File: src/rtl/alu_pkg.sv
// Shared definitions for the bit-serial ALU: opcodes, slice operation
// selects, FSM state encoding and an opcode validity helper.
package alu_pkg;

    localparam logic [3:0] ALU_AND = 4'b0000;
    localparam logic [3:0] ALU_OR  = 4'b0001;
    localparam logic [3:0] ALU_ADD = 4'b0010;
    localparam logic [3:0] ALU_SUB = 4'b0110;
    localparam logic [3:0] ALU_SLT = 4'b0111;
    localparam logic [3:0] ALU_NOR = 4'b1100;

    // Slice output select, taken from ALU_ctl[1:0]
    localparam logic [1:0] OP_AND  = 2'b00;
    localparam logic [1:0] OP_OR   = 2'b01;
    localparam logic [1:0] OP_SUM  = 2'b10;
    localparam logic [1:0] OP_LESS = 2'b11;

    typedef enum logic [1:0] {
        IDLE = 2'b00,
        RUN  = 2'b01,
        FIN  = 2'b10
    } state_t;

    // True for the six defined operations; anything else completes with 0
    function automatic logic is_valid_op(input logic [3:0] ctl);
        return (ctl == ALU_AND) || (ctl == ALU_OR)  || (ctl == ALU_ADD) ||
               (ctl == ALU_SUB) || (ctl == ALU_SLT) || (ctl == ALU_NOR);
    endfunction

endpackage

File: src/rtl/serial_bit_slice.sv
// Combinational 1-bit ALU slice.
// Ports: a, b        - operand bits
//        a_invert    - invert a before the logic/adder
//        b_invert    - invert b before the logic/adder
//        carry_in    - adder carry in
//        operation   - 00 AND, 01 OR, 10 sum, 11 less (tied to 0)
//        result      - selected output bit
//        sum         - raw adder sum bit (needed for the SLT set bit)
//        carry_out   - adder carry out
module serial_bit_slice
    import alu_pkg::*;
(
    input  logic       a,
    input  logic       b,
    input  logic       a_invert,
    input  logic       b_invert,
    input  logic       carry_in,
    input  logic [1:0] operation,
    output logic       result,
    output logic       sum,
    output logic       carry_out
);

    logic a_eff;
    logic b_eff;

    assign a_eff     = a ^ a_invert;
    assign b_eff     = b ^ b_invert;
    assign sum       = a_eff ^ b_eff ^ carry_in;
    assign carry_out = (a_eff & b_eff) | (a_eff & carry_in) | (b_eff & carry_in);

    // The less input is always 0 here; the SLT bit is inserted after the last bit
    always_comb begin
        result = 1'b0;
        case (operation)
            OP_AND:  result = a_eff & b_eff;
            OP_OR:   result = a_eff | b_eff;
            OP_SUM:  result = sum;
            OP_LESS: result = 1'b0;
            default: result = 1'b0;
        endcase
    end

endmodule

File: src/rtl/serial_alu.sv
// Bit-serial ALU: one bit per clock, LSB first, through a single 1-bit slice.
// Ports: clk, rst (async, active-high)
//        start   - begin an operation (sampled only when idle)
//        a, b    - operands, captured when start is accepted
//        ALU_ctl - opcode, captured when start is accepted
//        busy    - operation in progress
//        done    - one-cycle pulse when result/zero/overflow are updated
//        result, zero, overflow - outputs of the last completed operation
module serial_alu
    import alu_pkg::*;
#(
    parameter int unsigned WIDTH = 32,
    parameter int unsigned CNT_W = 5
)(
    input  logic             clk,
    input  logic             rst,
    input  logic             start,
    input  logic [WIDTH-1:0] a,
    input  logic [WIDTH-1:0] b,
    input  logic [3:0]       ALU_ctl,
    output logic             busy,
    output logic             done,
    output logic [WIDTH-1:0] result,
    output logic             zero,
    output logic             overflow
);

    state_t           state;
    state_t           state_next;

    logic [WIDTH-1:0] a_sh;
    logic [WIDTH-1:0] b_sh;
    logic [WIDTH-1:0] res_sh;
    logic [3:0]       ctl_q;
    logic             carry;
    logic [CNT_W-1:0] cnt;
    logic             msb_cin;
    logic             msb_cout;
    logic             msb_sum;

    logic             s_res;
    logic             s_sum;
    logic             s_cout;
    logic             last_bit;

    logic [WIDTH-1:0] fin_result_c;
    logic             fin_ov_c;
    logic             slt_set;

    assign last_bit = (cnt == CNT_W'(WIDTH - 1));

    serial_bit_slice u_slice (
        .a         (a_sh[0]),
        .b         (b_sh[0]),
        .a_invert  (ctl_q[3]),
        .b_invert  (ctl_q[2]),
        .carry_in  (carry),
        .operation (ctl_q[1:0]),
        .result    (s_res),
        .sum       (s_sum),
        .carry_out (s_cout)
    );

    // State register
    always_ff @(posedge clk or posedge rst) begin
        if (rst) begin
            state <= IDLE;
        end else begin
            state <= state_next;
        end
    end

    // Next-state logic
    always_comb begin
        state_next = state;
        case (state)
            IDLE:    if (start) state_next = RUN;
            RUN:     if (last_bit) state_next = FIN;
            FIN:     state_next = IDLE;
            default: state_next = IDLE;
        endcase
    end

    // Final result/overflow; set = sign of the true difference for SLT
    always_comb begin
        fin_result_c = '0;
        fin_ov_c     = 1'b0;
        slt_set      = msb_sum ^ (msb_cin ^ msb_cout);
        if (ctl_q == ALU_SLT) begin
            fin_result_c = {{(WIDTH-1){1'b0}}, slt_set};
        end else if (is_valid_op(ctl_q)) begin
            fin_result_c = res_sh;
        end
        if ((ctl_q == ALU_ADD) || (ctl_q == ALU_SUB)) begin
            fin_ov_c = msb_cin ^ msb_cout;
        end
    end

    // Datapath and registered outputs
    always_ff @(posedge clk or posedge rst) begin
        if (rst) begin
            a_sh     <= '0;
            b_sh     <= '0;
            res_sh   <= '0;
            ctl_q    <= '0;
            carry    <= 1'b0;
            cnt      <= '0;
            msb_cin  <= 1'b0;
            msb_cout <= 1'b0;
            msb_sum  <= 1'b0;
            busy     <= 1'b0;
            done     <= 1'b0;
            result   <= '0;
            zero     <= 1'b1;
            overflow <= 1'b0;
        end else begin
            done <= 1'b0;
            case (state)
                IDLE: begin
                    if (start) begin
                        a_sh  <= a;
                        b_sh  <= b;
                        ctl_q <= ALU_ctl;
                        carry <= (ALU_ctl == ALU_SUB) || (ALU_ctl == ALU_SLT);
                        cnt   <= '0;
                        busy  <= 1'b1;
                    end
                end
                RUN: begin
                    a_sh   <= a_sh >> 1;
                    b_sh   <= b_sh >> 1;
                    res_sh <= {s_res, res_sh[WIDTH-1:1]};
                    carry  <= s_cout;
                    cnt    <= cnt + CNT_W'(1);
                    if (last_bit) begin
                        msb_cin  <= carry;
                        msb_cout <= s_cout;
                        msb_sum  <= s_sum;
                    end
                end
                FIN: begin
                    result   <= fin_result_c;
                    zero     <= (fin_result_c == '0);
                    overflow <= fin_ov_c;
                    done     <= 1'b1;
                    busy     <= 1'b0;
                end
                default: ;
            endcase
        end
    end

endmodule

File: config.mk
export PLATFORM = sky130hd
export DESIGN_NAME = serial_alu
export DESIGN_NICKNAME = d
export VERILOG_FILES = /design/src/rtl/alu_pkg.sv /design/src/rtl/serial_bit_slice.sv /design/src/rtl/serial_alu.sv
export SDC_FILE = /design/constraint.sdc
export NUM_CORES = 1
export LEC_CHECK = 0
export CORE_UTILIZATION = 49
export CTS_CLUSTER_DIAMETER = 100
export DETAILED_ROUTE_END_ITERATION = 7
export PLACE_DENSITY = 0.76
export SLEW_MARGIN = 20
export SYNTH_ARGS = -nofsm -noshare
export SYNTH_HDL_FRONTEND = slang
export SYNTH_SLANG_ARGS = --single-unit
export TNS_END_PERCENT = 50
File: constraint.sdc
create_clock -name clk -period 4.79 [get_ports clk]
set_clock_uncertainty 0.2 [all_clocks]
set_input_delay 0.479 -clock clk [delete_from_list [all_inputs] [get_ports clk]]
set_output_delay 0.479 -clock clk [all_outputs]
set_load 0.01 [all_outputs]
# [After elaboration in Yosys (flattened, before gate mapping)]
# Cells that the tools add are included.
[op_classes] muxes=18 addsub=1 bitwise=12 reduce_logical=18 n_eq_ne=15
[ops] cell="$mux 32" count=4
[ops] cell="$pmux 32 s2" count=2
[ops] cell="$logic_not 32->1" count=1
[ops] cell="$eq 4x3->1 const B" count=4
[ops] cell="$pmux 5 s2" count=1
[ops] cell="$reduce_and 2->1" count=5
[ops] cell="$logic_or 1x1->1" count=7
[ops] cell="$eq 2x2->1 const B" count=3
[ops] cell="$xor 1x1->1" count=6
[ops] cell="$add 5x1->5 const B" count=1
[ops] cell="$eq 5x5->1 const B" count=1
[ops] cell="$mux 5" count=1
[ops] cell="$eq 2x1->1 const B" count=2
[ops] cell="$eq 4x1->1 const B" count=1
[ops] cell="$eq 4x2->1 const B" count=1
[ops] cell="$eq 4x4->1 const B" count=1
[ops] cell="$logic_not 2->1" count=2
[ops] cell="$logic_not 4->1" count=1
[ops] cell="$mux 1" count=4
[ops] cell="$mux 2" count=2
[ops] cell="$ne 2x2->1 const B" count=2
[ops] cell="$pmux 1 s2" count=2
[ops] cell="$pmux 1 s4" count=1
[ops] cell="$pmux 2 s2" count=1
[ops] cell="3 further kinds" count=8
[totals] regBits=147 out_inout_bits=36

# [Longest topological paths before layout]
# Gate-level depths: netlist of run 1.
[logic_depth] word_depth=9 ltp_mapped=8

# [Hierarchy]
# From an unflattened synthesis of run 1, not the netlist that was laid out.
[hier_totals] hier_cells=728 hier_area_um2=6831.6
[by_module_without_submodules] module="serial_alu" n_inst=1 area_per_inst_um2=6725.2 cells_each=714
[by_module_without_submodules] module="serial_bit_slice" n_inst=1 area_per_inst_um2=106.4 cells_each=14

# [Worst setup path after synthesis of run 1]
# OpenSTA, ideal clock, no wires.
[synth_timing] kind="register -> register" start="register ctl_q[3]" end="register res_sh[31]" t_arrival_ns=1.611 path_slack_ns=2.902 stages_incl_launch_ff=8 path_buffers=0 path_cell_list="dfrtp_1 -> xor2_1 -> inv_1 -> fa_1 -> or2b_1 -> a21oi_1 -> a21oi_1 -> o21ai_1"
[synth_via] elab_chain_cells=4 elab_cells_between_ends=6 classes_between="1 x mux; 5 x bitwise"
[synth_lines] item="start: declaration" line="serial_alu.sv:34" rtl="logic [3:0] ctl_q;"
[synth_lines] item="start signal: assignment" line="serial_alu.sv:123" rtl="ctl_q <= ALU_ctl;"
[synth_lines] item="$xor 1x1->1 (*)" line="serial_bit_slice.sv:27" rtl="assign a_eff = a ^ a_invert;"
[synth_lines] item="$xor 1x1->1 (2 in a row)" line="serial_bit_slice.sv:29" rtl="assign sum = a_eff ^ b_eff ^ carry_in;"
[synth_lines] item="$pmux 1 s4 (*)" line="serial_bit_slice.sv:35" rtl="case (operation)"
[synth_lines] item="end signal: assignment" line="serial_alu.sv:132" rtl="res_sh <= {s_res, res_sh[WIDTH-1:1]};"
[synth_lines] item="end: declaration" line="serial_alu.sv:33" rtl="logic [WIDTH-1:0] res_sh;"
# Mark *: on every way between the ends. The rest lies on a longest branch, timed or not.
# A chain may end at the register's enable or synchronous reset.

# [Worst setup path after layout of run 1]
[layout_timing] start="register state[1]" end="register b_sh[23]"
[layout_via] elab_chain_cells=3 elab_cells_between_ends=6 classes_between="2 x eq/ne; 1 x mux; 3 x reduce/logical"
[layout_lines] item="start: declaration" line="serial_alu.sv:28" rtl="state_t state;"
[layout_lines] item="start signal: assignment" line="serial_alu.sv:69" rtl="state <= state_next;"
[layout_lines] item="$eq 2x1->1 / $logic_not 2->1 (equally long branches)" line="serial_alu.sv:118" rtl="case (state)"
[layout_lines] item="$reduce_bool 2->1 (no source line) / $ne 2x2->1 (equally long branches)"
[layout_lines] item="$reduce_and 2->1 (no source line)"
[layout_lines] item="end signal: assignment" line="serial_alu.sv:131" rtl="b_sh <= b_sh >> 1;"
[layout_lines] item="end: declaration" line="serial_alu.sv:32" rtl="logic [WIDTH-1:0] b_sh;"
# Several ways; a longest one is shown, not always the timed one.

==> results of run 1 <==
[layer usage]
metal	track usage, %	wire length [um]	share of wire [%]	vias to the layer above
met4	9.81	386	2.6	0
met1	29.5	6640	45	2583
met5	0	0	0	-
met3	5.84	733	4.9	38
li1	-	-	-	2514
met2	34.5	7160	48	151
[area by class of cell]
class / instances / area share, %
flip-flops and latches: 147 / 43.6
multi-input cells: 457 / 32.1
repair buffers: 116 / 13.9
clock buffers: 23 / 5.90
well taps: 176 / 2.61
clock inverters: 9 / 1.48
inverters: 7 / 0.371
[sequential cells by signal (all words and copies together) (netlist names)]
register	flops
b_sh	32
done	1
ctl_q	4
carry	1
zero	1
res_sh	32
result	32
msb_sum	1
cnt	5
a_sh	32
overflow	1
msb_cout	1
msb_cin	1
busy	1
state	2
[through the flow]
stage                     hold WS [ps]  utilization, %  instances  cell area, sq um  worst slack, ps
after floorplan                    246               -        664              6690              161
after global placement             274            58.3        901              7760             2270
after detailed placement           272            58.3        901              7760             2150
after CTS                          281            63.0        933              8380             2180
after global routing               323            63.5        935              8440             1970
final                              276            63.5        935              8440             2150
[worst register-to-register path: stages, from the launching register on]
cell and delay [ps]:
sky130_fd_sc_hd__dfrtp_2 420, sky130_fd_sc_hd__buf_4 360, sky130_fd_sc_hd__nor2b_4 840, sky130_fd_sc_hd__buf_4 440, sky130_fd_sc_hd__a21oi_1 110, sky130_fd_sc_hd__o21ai_0 180
[layout by cell type (no fill, tap or decap), types with 2 or more instances in the layout]
cell type                           n
sky130_fd_sc_hd__dfrtp_1          144
sky130_fd_sc_hd__clkdlybuf4s50_1  105
sky130_fd_sc_hd__nand2_1          104
sky130_fd_sc_hd__a21oi_1           69
sky130_fd_sc_hd__nor2b_1           64
sky130_fd_sc_hd__a22oi_1           63
sky130_fd_sc_hd__o21ai_1           41
sky130_fd_sc_hd__a22o_1            35
sky130_fd_sc_hd__o21ai_0           28
sky130_fd_sc_hd__clkbuf_16         17
sky130_fd_sc_hd__buf_4              8
sky130_fd_sc_hd__nand2b_1           6
sky130_fd_sc_hd__inv_1              6
sky130_fd_sc_hd__nor4_1             6
sky130_fd_sc_hd__clkbuf_8           5
sky130_fd_sc_hd__mux2_2             4
sky130_fd_sc_hd__nor2_1             4
sky130_fd_sc_hd__ha_1               4
sky130_fd_sc_hd__clkinv_2           4
sky130_fd_sc_hd__bufinv_16          3
sky130_fd_sc_hd__nor2b_4            2
sky130_fd_sc_hd__xor2_1             2
sky130_fd_sc_hd__xnor2_1            2
sky130_fd_sc_hd__clkinvlp_4         2
sky130_fd_sc_hd__buf_16             2
sky130_fd_sc_hd__dfrtp_2            2
[final timing paths]
check / slack [ps] / end / cells after the start
max reg2reg: 2150 / b_sh[23] / 5
min reg2reg: 280 / zero / 2
max in group asynchronous: 3230 / a_sh[17] / 3
min: 280 / zero / 2
max: 2150 / b_sh[23] / 5
min in group asynchronous: 300 / result[28] / 2
[cell families (layout without fill, tap and decap cells)]
logic type	count (synthesis)	count (layout)	share of synthesized area, %
AO/OA/AOI/OAI	243	243	22.9
XOR/XNOR	4	4	0.524
adder cells (fa/ha/maj)	5	5	1.05
buffers and inverters	60	155	4.68
flip-flops	147	147	55.0
multiplexers	5	5	0.823
AND/OR/NAND/NOR	200	200	15.0
[where the power goes]
group	leakage, nW	total [mW]	switching [mW]	internal [mW]
combinational	1.56	1.07	0.515	0.556
clock	0.305	1.38	0.501	0.884
sequential	1.88	1.98	0.346	1.64
==> metrics list, run 1 <==
- Global routing used 22.3% of the available tracks.
* Sum of buffers and inverters on the critical path: 2
* Buffer type at the clock tree root: sky130_fd_sc_hd__clkbuf_16
- Yosys printed 0 warnings.
* Number of vias per cell: 5.65
* Setup repair after global routing missed its margin: no
- Clock sink total: 147
- The number of pins with negative max-slew slack in the final report was 0.
- For the pin with the worst max-slew slack, the measured transition is 926 ps.
- Clock latency on the worst-skew pair: 430 ps
- The via count of the first global-routing pass is 5179.
* WS Path Type: reg2reg
- Synthesized area per cell: 10.1 sq um
- Number of DRC markers after the initial detailed-route iteration: 364
- Worst reg2reg startpoint: state[1]
* Delay contributed by the slowest stage of the critical path: 820 ps
* Highest Clock Rate: 379 MHz
- Along the worst path, the maximum fanout reaches 72.
- Cell at the slowest stage of the critical path: sky130_fd_sc_hd__nor2b_4
- The repair_antennas step left the layout with diodes totalling 0.
- STA puts the critical path data required time at 4930 ps.
- IR analysis of the VDD net gives a maximum drop of 0.000275 V.
- Once detail routing completed, the nets flagged for antenna violations numbered 0.
- Final-report setup violation count: 0
- During I/O placement, the number of pins put on the boundary was 107.
- Dividing the detail-routed wire length by the instance count gives 16.0 um.
* Largest net degree at the start of global routing: 116
* Commonest cells in the synthesized netlist: sky130_fd_sc_hd__dfrtp_1, sky130_fd_sc_hd__nand2_1, sky130_fd_sc_hd__a21oi_1
- Layout cells sized above 1: 7.38%
- The floorplan step defined a die boundary enclosing 14100 sq um.
- Primary flip-flop cell chosen by synthesis mapping: sky130_fd_sc_hd__dfrtp_1
- The first global-routing pass estimated 24900 um of wire.
- Tracing the worst setup path back leads to its startpoint at state[1].
- #FFs+latches synth: 147
* Horizontal extent of the die: 119 um
- Data arrival time of the worst path: 2780 ps
- Layout Area Growth over Synthesis: 26.2%
- Final worst path period need: 2640 ps
- The final hold violation count was 0.
- Crit-path cells: buf_4 > nor2b_4 > buf_4 > a21oi_1 > o21ai_0
- After clock tree synthesis, the clock-pin slew on the worst setup and hold paths is 60 ps.
- Vias: 5286
- Max Buffers Root-to-Sink: 2
- TritonCTS built the clock tree.
- In this run, post-CTS hold repair placed 0 buffers.
* Synth area leader: sky130_fd_sc_hd__dfrtp_1
- Sequential elements use 55.0% of the synthesized area.
- Summed over all cells, the static leakage comes to 3.75 nW.
- The final layout contains routed wiring with a total length of 14900 um.
* Total power: 4.44 mW
- The tool flagged a number of max-cap violations equal to 0.
* Top post-synthesis cells by area: sky130_fd_sc_hd__dfrtp_1, sky130_fd_sc_hd__a22oi_1, sky130_fd_sc_hd__nor2b_1, sky130_fd_sc_hd__nand2_1, sky130_fd_sc_hd__a21oi_1
* Beginning of the worst hold path: zero
- Synthesized netlist net count: 740
* Residual overflow from global routing: 0
- Cell family contributing the most delay on the critical path: simple AND/OR/NAND/NOR gates
- In this run, CTS created clock tree buffers numbering 17.
- Final GP Congestion: 0.772
- DRC violations left: 0
- The worst path uses 55.0% of the clock period.
* Headroom to the max-slew limit: 38.1%
* Most numerous cell in the Yosys netlist: sky130_fd_sc_hd__dfrtp_1
* Initial cell density of the core: 50.3%
* Fill cell instance count of the final layout: 1100
- The first TritonRoute pass finished after 5 iterations.
- Hold WC Path Type: reg2reg
* Crit. End Element: flop
* Antenna violations before repair: 0
- In this run the standard cell core region covers 13300 sq um.
- H-tree depth reported by CTS: 4
- Nets: 822
- Number of cell rows: 42
- Netlist cell types: 44
- In the final layout, flip-flops and latches occupy 3680 sq um.
- Summing all multi-input logic gate instances after layout gives 2710 sq um.
- Status: completed
- Post-CTS repair changed the size of 0 cells.
* Power per Cell Area: 526 nW/um^2
* Vertical die dimension: 119 um
- Summed over all nets, the half-perimeter wirelength after detailed placement is 9270 um.
* EDFF count, synth: 0
- Startpoint type of the worst setup path: flop
- Setup TNS: 0 ps
* Cell seen most often among critical-path stages: sky130_fd_sc_hd__buf_4
- Share of Yosys cell area claimed by the top area cell type: 54.7%
- In this run the cell area of the synthesized design comes to 6690 sq um.
- During placement, the flow inserted port buffers numbering 106.
* # Post-CTS Setup Buffers: 0
* Async S/R FF share, synth: 100%
* Synthesized instance count: 664
No activity file was read; power rests on OpenSTA's default activity.
==> inputs of run 2 (changes only) <==
==> constraint.sdc (replaced) <==
create_clock -name clk -period 2.2 [get_ports clk]
set_clock_uncertainty 0.2 [all_clocks]
set_input_delay 0.22 -clock clk [delete_from_list [all_inputs] [get_ports clk]]
set_output_delay 0.22 -clock clk [all_outputs]
set_load 0.01 [all_outputs]
==> metrics list, run 2 (synthesis results as in run 1) <==
- The fraction of layout cells with a size suffix above 1 is 8.09% (was 7.38%).
- Max-Cap Viols: 0 (unchanged)
* Clock latency on the worst-skew pair: 420 ps (was 430 ps)
* Final slew viol count: 0 (unchanged)
- The row count is 42 (unchanged).
* CP max FO: 5 (was 72)
* Data arrival time of the worst path: 2160 ps (was 2780 ps)
- The vias per cell came to 5.71 (was 5.65).
- The cell area power density came to 1150 nW/um^2 (was 526 nW/um^2).
* Final setup slack of the worst path: 190 ps (was 2150 ps)
- Wire length of the first global-routing pass: 26000 um (was 24900 um)
- Buffer type at the clock tree root: sky130_fd_sc_hd__clkbuf_16 (unchanged)
* Clock sink total: 147 (unchanged)
- Commonest cells after routing, fill and taps aside: sky130_fd_sc_hd__dfrtp_1, sky130_fd_sc_hd__clkdlybuf4s50_1, sky130_fd_sc_hd__nand2_1, sky130_fd_sc_hd__a21oi_1, sky130_fd_sc_hd__nor2b_1 (unchanged).
- Worst hold slack: 88.8 ps (was 276 ps)
- The final cycle utilization of the critical path came to 91.4% (was 55.0%).
- Leading cell type in the layout, fill and taps excluded: sky130_fd_sc_hd__dfrtp_1 (unchanged)
- Cell seen most often among critical-path stages: sky130_fd_sc_hd__a21oi_1 (was sky130_fd_sc_hd__buf_4)
- Critical Path RT: 2350 ps (was 4930 ps)
- Antenna violations before repair: 2 (was 0)
* Number of primary I/O pins: 107 (unchanged)
* Vertical die dimension: 119 um (unchanged)
- Actual transition at the worst max-transition pin: 517 ps (was 926 ps)
- The die boundary width came to 119 um (unchanged).
- The hold buffer count at cts was 0 (unchanged).
* DRC violations left: 0 (unchanged)
- Crit. End Element: flop (unchanged)
* Final worst path period need: 2010 ps (was 2640 ps)
- The effective utilization at floorplan was 50.3% (unchanged).
- The total routing resource utilization after global routing came to 23.2% (was 22.3%).
- Highest Clock Rate: 497 MHz (was 379 MHz)
- Layout Area Growth over Synthesis: 27.5% (was 26.2%)
* Placed insts: 910 (was 901)
- The via count of the first global-routing pass is 5315 (was 5179).
- Final-report setup violation count: 0 (unchanged)
- Cell at the slowest stage of the critical path: sky130_fd_sc_hd__fa_1 (was sky130_fd_sc_hd__nor2b_4)
- Status: completed (unchanged)
* Die area: 14100 sq um (unchanged)
- The antenna violation net count after detailed routing is 0 (unchanged).
- The global route total overflow is 0 (unchanged).
- Nets: 829 (was 822)
- # Post-CTS Setup Buffers: 0 (unchanged)
* Clock buffer count from CTS: 17 (unchanged)
- The largest buffer count on any clock path is 2 (unchanged).
- Total routed wirelength: 15300 um (was 14900 um)
* Non-filler cells, final: 944 (was 935)
- Hold WC Path Type: in2async (was reg2reg)
- CTS tree: built (unchanged)
- The end-of-flow core utilization is 64.1% (was 63.5%).
- Port-buffer cells: 106 (unchanged)
- The detail-routed net length per standard cell came to 16.3 um (was 16.0 um).
- Crit-path cells: xor2_1 > inv_1 > fa_1 > or2b_1 > a21oi_1 > a21oi_1 > o21ai_1 (was buf_4 > nor2b_4 > buf_4 > a21oi_1 > o21ai_0)
- Startpoint type of the worst setup path: flop (unchanged)
- Headroom to the max-slew limit: 65.6% (was 38.1%)
- The largest stage delay on the critical path came to 480 ps (was 820 ps).
- The H-tree depth is 4 (unchanged).
- WS Path Type: reg2reg (unchanged)
- The placer's final routability congestion estimate is 0.782 (was 0.772).
- Worst setup slack before clock tree synthesis: 219 ps (was 2150 ps)
- Setup repair after global routing missed its margin: no (unchanged)
- The number of gates resized after cts was 0 (unchanged).
- The overall via count from detail_route was 5390 (was 5286).
- The violation count after the first detailed-route iteration was 361 (was 364).
* Largest net degree at the start of global routing: 75 (was 116)
- The largest voltage drop on the vdd net was 0.000636 V (was 0.000275 V).
* Detailed-routing iteration count for the pre-antenna-repair pass: 6 (was 5)
- Clock-pin slew on the worst setup and hold paths: 60 ps (about the same)
- Final Hold Violating Endpoints: 0 (unchanged)
* HPWL Detailed: 9870 um (was 9270 um)
- Placeable core area: 13300 sq um (unchanged)
- The leakage power of the design came to 3.80 nW (was 3.75 nW).
[run 2: cell types whose count changed in the layout (fill, tap and decap cells not counted), sizes merged]
| cell | before | now |
|---|---|---|
| inv | 7 | 6 |
| clkinvlp | 2 | 1 |
| diode | 0 | 2 |
| buf | 11 | 18 |
| clkinv | 4 | 5 |
| bufinv | 3 | 4 |
[run 2: area by class of cell]
type                       instances  area (sq um)
inverter                           7          30.0
sequential                       147          3680
clock buffer                      23           498
antenna                            2          5.00
multi-input combinational        457          2710
tap                              176           220
fill                            1032          4770
clock inverter                     9           149
timing repair buffer             123          1230
[run 2: per-stage QoR]
step | TNS, ps | total power, mW | area [sq um]
after detailed placement | 0 | 6.72 | 7870
after global routing | 0 | 10.4 | 8520
final | 0 | 9.82 | 8530
after CTS | 0 | 9.89 | 8520
after floorplan | -9660 | 5.85 | 6690
after global placement | 0 | 6.52 | 7870
[run 2: worst max-delay path: cells and delay by family (launching register included)]
| kind | cells | cell delay, ps |
|---|---|---|
| xor+xnor | 1 | 220 |
| compound gates | 3 | 290 |
| fa+ha+maj | 1 | 480 |
| buf+inv | 1 | 100 |
| simple gates | 1 | 230 |
| flops | 1 | 420 |
[run 2: routing by layer]
| metal | share of wire, % | track usage (%) |
|---|---|---|
| met5 | 0 | 0 |
| met4 | 2.3 | 10.4 |
| met3 | 6.5 | 6.56 |
| met1 | 41 | 28.8 |
| met2 | 50 | 37.7 |
[run 2: worst paths after layout]
| check | depth (start not counted) | slack (ps) | to | startpoint |
|---|---|---|---|---|
| setup reg to reg | 7 | 190 | res_sh[31] | ctl_q[3] |
| hold / removal | 3 | 90 | res_sh[29] | rst |
| setup / recovery | 7 | 190 | res_sh[31] | ctl_q[3] |
| max in group asynchronous | 3 | 1360 | state[1] | rst |
| min in group clk | 4 | 200 | state[0] | start |
| hold reg to reg | 2 | 290 | res_sh[0] | res_sh[0] |
[run 2: power breakdown]
part | internal [mW] | total, mW | switching (mW) | leakage, nW
logic | 1.22 | 2.36 | 1.14 | 1.60
registers | 3.56 | 4.33 | 0.771 | 1.88
clock network | 2.04 | 3.12 | 1.08 | 0.323
